==> config.mk <==
export PLATFORM = sky130hd
export DESIGN_NAME = float_div16
export DESIGN_NICKNAME = d
export VERILOG_FILES = /design/src/rtl/float16_pkg.sv /design/src/rtl/float16_div_step.sv /design/src/rtl/float_div16.sv
export SDC_FILE = /design/constraint.sdc
export NUM_CORES = 1
export LEC_CHECK = 0
export BUFFER_PORTS_ARGS = -buffer_cell sky130_fd_sc_hd__buf_2
export CAP_MARGIN = 5
export CORE_MARGIN = 2
export CORE_UTILIZATION = 30
export DETAILED_ROUTE_END_ITERATION = 8
export PLACE_DENSITY_LB_ADDON = 0.12
export SYNTH_ARGS = -nofsm -noshare
export SYNTH_HDL_FRONTEND = slang
export SYNTH_SLANG_ARGS = --single-unit
==> constraint.sdc <==
create_clock -name clk -period 2.5 [get_ports clk]
set_input_delay 0.375 -clock clk [delete_from_list [all_inputs] [get_ports clk]]
set_output_delay 0.375 -clock clk [all_outputs]
set_load 0.05 [all_outputs]
==> src/rtl/float16_pkg.sv <==
// Shared half-precision field widths, constants and the divider FSM encoding.
// Imported by the divider top and its restoring-step helper.
package float16_pkg;

    localparam int EXP_W    = 5;
    localparam int MANT_W   = 10;
    localparam int EXP_BIAS = 15;

    localparam logic [15:0] POS_INF = 16'h7C00;
    localparam logic [15:0] NEG_INF = 16'hFC00;

    typedef enum logic [1:0] {
        IDLE = 2'd0,
        DIV  = 2'd1,
        NORM = 2'd2,
        DONE = 2'd3
    } div_state_t;

endpackage

==> src/rtl/float16_div_step.sv <==
// One combinational restoring-division step: compare, subtract, shift.
// The remainder always stays below twice the divisor, so W bits suffice.
module float16_div_step #(
    parameter int W = 12
) (
    input  logic [W-1:0] i_rem,
    input  logic [W-1:0] i_mb,
    output logic [W-1:0] o_rem,
    output logic         o_qbit
);

    logic         w_ge;
    logic [W-1:0] w_diff;

    assign w_ge   = (i_rem >= i_mb);
    assign w_diff = w_ge ? (i_rem - i_mb) : i_rem;
    assign o_rem  = w_diff << 1;
    assign o_qbit = w_ge;

endmodule

==> src/rtl/float_div16.sv <==
// Iterative half-precision divider: hidden-1 mantissas, truncation,
// flush-to-zero on underflow, saturate to infinity on overflow.
module float_div16 #(
    parameter int EXP_BIAS = float16_pkg::EXP_BIAS,
    parameter int Q_BITS   = 12
) (
    input  logic        clk,
    input  logic        rst_n,
    input  logic        in_valid,
    output logic        in_ready,
    input  logic [15:0] floatA,
    input  logic [15:0] floatB,
    output logic        out_valid,
    input  logic        out_ready,
    output logic [15:0] quotient,
    output logic        div_by_zero
);

    import float16_pkg::*;

    localparam int CW = $clog2(Q_BITS);
    localparam int RW = MANT_W + 2;

    div_state_t        r_state;
    div_state_t        w_state_nxt;

    logic              r_sign;
    logic [EXP_W-1:0]  r_ea;
    logic [EXP_W-1:0]  r_eb;
    logic [RW-1:0]     r_rem;
    logic [RW-1:0]     r_mb;
    logic [Q_BITS-1:0] r_q;
    logic [CW-1:0]     r_cnt;
    logic [15:0]       r_quot;
    logic              r_dbz;
    logic              r_out_valid;

    logic              w_a_zero;
    logic              w_b_zero;
    logic              w_in_sign;
    logic [RW-1:0]     w_rem_nxt;
    logic              w_qbit;
    logic signed [6:0] w_ea7;
    logic signed [6:0] w_eb7;
    logic signed [6:0] w_exp;
    logic [MANT_W-1:0] w_mant;
    logic [15:0]       w_norm_res;

    assign w_a_zero  = (floatA[14:0] == 15'd0);
    assign w_b_zero  = (floatB[14:0] == 15'd0);
    assign w_in_sign = floatA[15] ^ floatB[15];

    float16_div_step #(
        .W (RW)
    ) u_step (
        .i_rem  (r_rem),
        .i_mb   (r_mb),
        .o_rem  (w_rem_nxt),
        .o_qbit (w_qbit)
    );

    assign w_ea7 = {2'b00, r_ea};
    assign w_eb7 = {2'b00, r_eb};

    // A quotient below 1.0 needs one extra left shift, costing one exponent step
    always_comb begin
        w_exp  = w_ea7 - w_eb7 + 7'(EXP_BIAS);
        w_mant = r_q[Q_BITS-3 -: MANT_W];
        if (r_q[Q_BITS-1]) begin
            w_mant = r_q[Q_BITS-2 -: MANT_W];
        end else begin
            w_exp = w_exp - 7'sd1;
        end
    end

    always_comb begin
        w_norm_res = {r_sign, w_exp[EXP_W-1:0], w_mant};
        if (w_exp < 7'sd0) begin
            w_norm_res = 16'h0000;
        end else if (w_exp >= 7'sd31) begin
            w_norm_res = {r_sign, POS_INF[14:0]};
        end
    end

    always_comb begin
        w_state_nxt = r_state;
        unique case (r_state)
            IDLE: begin
                if (in_valid) begin
                    w_state_nxt = (w_a_zero || w_b_zero) ? DONE : DIV;
                end
            end
            DIV: begin
                if (r_cnt == CW'(Q_BITS - 1)) begin
                    w_state_nxt = NORM;
                end
            end
            NORM: w_state_nxt = DONE;
            DONE: begin
                if (r_out_valid && out_ready) begin
                    w_state_nxt = IDLE;
                end
            end
            default: w_state_nxt = IDLE;
        endcase
    end

    always_ff @(posedge clk) begin
        if (!rst_n) begin
            r_state     <= IDLE;
            r_sign      <= 1'b0;
            r_ea        <= '0;
            r_eb        <= '0;
            r_rem       <= '0;
            r_mb        <= '0;
            r_q         <= '0;
            r_cnt       <= '0;
            r_quot      <= 16'h0000;
            r_dbz       <= 1'b0;
            r_out_valid <= 1'b0;
        end else begin
            r_state <= w_state_nxt;
            unique case (r_state)
                IDLE: begin
                    if (in_valid) begin
                        r_sign <= w_in_sign;
                        r_ea   <= floatA[14:10];
                        r_eb   <= floatB[14:10];
                        r_rem  <= {1'b0, 1'b1, floatA[9:0]};
                        r_mb   <= {1'b0, 1'b1, floatB[9:0]};
                        r_q    <= '0;
                        r_cnt  <= '0;
                        // A zero divisor wins even when the dividend is zero too
                        if (w_b_zero) begin
                            r_quot <= {w_in_sign, POS_INF[14:0]};
                            r_dbz  <= 1'b1;
                        end else if (w_a_zero) begin
                            r_quot <= 16'h0000;
                            r_dbz  <= 1'b0;
                        end
                    end
                end
                DIV: begin
                    r_rem <= w_rem_nxt;
                    r_q   <= {r_q[Q_BITS-2:0], w_qbit};
                    r_cnt <= r_cnt + CW'(1);
                end
                NORM: begin
                    r_quot <= w_norm_res;
                    r_dbz  <= 1'b0;
                end
                DONE: begin
                    if (!r_out_valid) begin
                        r_out_valid <= 1'b1;
                    end else if (out_ready) begin
                        r_out_valid <= 1'b0;
                    end
                end
                default: r_out_valid <= 1'b0;
            endcase
        end
    end

    assign in_ready    = (r_state == IDLE);
    assign out_valid   = r_out_valid;
    assign quotient    = r_quot;
    assign div_by_zero = r_dbz;

endmodule

==> results.yml <==
setup_path:
  setup.worst_path.start: "r_ea[0]"
  critPathMaxFanout: 10
  endpoint_kind: "flop"
  cpMostUsedCell: "inv_2"
  cp_data_required_time_ns: 2.71
  slowest_stage: "fa_2"
  cp-start-kind: "flop"
  reg2reg_from: "r_ea[0]"
  path_cells: "inv_2, ha_4, inv_2, fa_2, and2b_1, and2_4, xnor3_1, or4_1, a211o_1, o211ai_4, buf_12, o2bb2ai_1"
  crit_buf_inv: 3
  path_delay_family: "simple AND/OR/NAND/NOR gates"
  cp.arrival_ns: 3.06
  critPathMaxStageDelay_ns: 0.55
  path_class: "flop to flop"
grt:
  overflow: 0
  antenna_found_initial: 0
  grt_pass1_wl_mm: 18.42
  grt_pass1_vias: 3660
  grt_max_degree: 24
  grt_usage_pct: 16.25
cells_and_area:
  areaGrowthSynthToFinish_pct: 32.09
  instances_no_fill: 740
  layout.nets: 625
  drive_above_1_share_pct: 26.58
  diodes: 0
logic_synthesis:
  ys_seq_elements: 70
  synthFlopType: "dfxtp_1"
  netlist.area_leader.share_pct: 35.59
  postSynthCellCount: 474
  synthTopCellsByArea: "dfxtp_1 (36%), ha_1 (7.3%), nand2_1 (5.8%), a21oi_1 (5.0%), mux2i_1 (4.6%)"
  yosys.area.top_type: "dfxtp_1"
  syn_area_um2: 3938
  synth-edff-count: 0
  async_reset_ff_share_pct: 0
  ys_warn_count: 0
  syn_nets: 535
  synth.avg_cell_area_um2: 8.307
  synth-seq-area-share_pct: 35.59
  synth_cell_types: 59
clocking:
  cts_tree: "built"
  path_clk_slew_ns: 0.06
  htreeDepth: 3
  clock_latency_ns: 0.33
  root_buffer: "clkbuf_16"
  clk_path_buf_depth: 2
  cts_hold_buf: 0
  clock_sinks: 70
  cts_buffers: 9
timing:
  relSlewSlack_pct: 54.45
  fmax_mhz: 350.6
  finalCritPeriodShare_pct: 114.1
  whs_ns: 0.2766
  skew_ns: 0.01023
  hold_viol: 0
  drv_slew: 0
  rsz0062_at_grt: "true"
  layout_min_cycle_time_ns: 2.853
  tightest_slew_ns: 0.6807
  setup_slack_ns: -0.3526
  final-setup-viol-count: 16
floorplan:
  fp.dieH_um: 118.6
  die-area_um2: 14060
  core_um2: 12720
  die_w_um: 118.6
  core.rowCount: 41
  start_util_pct: 30.95
  io_pins: 55
detailed_routing:
  wl_mm: 11.36
  first_pass_iters: 4
  drtIter0Drc: 147
  vias_per_cell: 4.961
  post_drt_wl_per_cell_um: 15.36
  vias: 3671
  ant_nets: 0
  drc: 0
power_and_ir_drop:
  switching_share_pct: 42.99
  peakVddDrop_mv: 0.4718
  leakagePower_nw: 2.108
  power_density_nw_per_um2: 1477
  combinationalPowerShare_pct: 62.4
  pwr-share-seq_pct: 19.9
  p_switching_mw: 3.301
  p_int_mw: 4.379
  power_frac_clock_pct: 17.7
placement:
  place_hpwl_mm: 8.493
  port_buffers: 54
  dpl.cell_count: 722
  place.gp.congestion: 0.7975
  dp_slack_ns: -0.3453
run_status:
  status: "finished with violations"
  violations: "negative setup slack"
run:
  drv_cap: 0
min_path:
  min_path_type: "primary input to flop"
  hp-start: "out_ready"
==> sequential cells by signal, indices dropped and copies added, names as in the netlist <==
name / count
r_mb: 11
div_by_zero: 1
quotient: 16
out_valid: 1
r_ea: 5
r_rem: 12
r_cnt: 4
r_q: 12
r_state: 2
r_eb: 5
r_sign: 1
==> cells in the mapped netlist, types with 7 or more instances <==
library cell and n:
a21oi_1 39, a22oi_1 17, clkbuf_1 17, dfxtp_1 70, ha_1 23, inv_1 28
mux2i_1 18, nand2_1 61, nand4_1 7, nor2_1 42, nor3_1 9, nor4_1 8
o21ai_0 18, o2bb2ai_1 10, xnor2_1 10
==> stage by stage <==
stage	instance area, um^2	util, %	setup TNS, ns	power (mW)
after floorplan	3968	-	-1.808	4.391
after global placement	4696	36.91	-3.490	5.817
after detailed placement	4696	36.91	-4.029	5.827
after CTS	5056	39.74	-4.008	7.271
after global routing	5201	40.88	-5.786	8.287
final	5201	40.88	-4.138	7.680
==> cell type report <==
class	count	area [um^2]
Fill cell	1363	7521
Multi-Input combinational cell	355	2534
Sequential cell	70	1403
Timing Repair Buffer	100	631.9
Clock buffer	9	225.2
Tap cell	172	215.2
Inverter	28	105.1
Clock inverter	6	87.58
==> metal layers <==
| layer | routed length (um) | GRT usage [%] | vias to the layer above |
|---|---|---|---|
| met4 | 118 | 4.836 | 0 |
| met5 | 0 | 0 | - |
| met2 | 5140 | 25.18 | 49 |
| met1 | 5798 | 23.04 | 1734 |
| li1 | - | - | 1882 |
| met3 | 306 | 2.703 | 6 |
==> logic make-up after synthesis <==
kind of cell	count (synthesis)	share of synthesized area [%]
adders and majority gates	25	8.326
muxes	18	4.576
buffers and inverters	49	4.798
and+or+nand+nor	163	19.32
DFF	70	35.59
AOI/OAI and AO/OA	131	22.66
xor gates and xnor gates	18	4.734
==> timing repair <==
item / 4_1_cts / 5_1_grt
resized for setup: 5 / 31
endpoints found under the setup margin: 17 / 27
buffers inserted: 2 / 2
pin swaps: 2 / 8
==> layout by cell type, fill, tap and decap left out, drive strengths merged, types with 17 or more instances in the layout <==
cell type  synthesis  layout
buf                4     100
dfxtp             70      70
nand2             61      61
nor2              43      43
a21oi             39      39
inv               28      28
ha                23      23
mux2i             18      18
o21ai             18      18
a22oi             17      17
==> final timing paths <==
path	end	slack, ns	cells past startpoint
max	quotient[2]	-0.35	12
min	out_valid	0.28	2
max reg2reg	quotient[2]	-0.35	12
min reg2reg	quotient[4]	0.46	1
==> worst reg2reg max path, cell delays in order (launching register included) <==
cell,delay [ns]
dfxtp_2,0.32
inv_2,0.06
ha_4,0.13
inv_2,0.03
fa_2,0.55
and2b_1,0.20
and2_4,0.17
xnor3_1,0.19
or4_1,0.47
a211o_1,0.30
o211ai_4,0.09
buf_12,0.15
o2bb2ai_1,0.07
==> power groups by stage <==
stage	combinational, mW	clock [mW]	sequential [mW]
floorplan	2.69	0	1.70
global placement	4.27	0	1.54
detailed placement	4.28	0	1.55
CTS	4.36	1.39	1.53
global route	5.29	1.44	1.56
finish	4.79	1.36	1.53
Power figures use the tool's default switching activity.
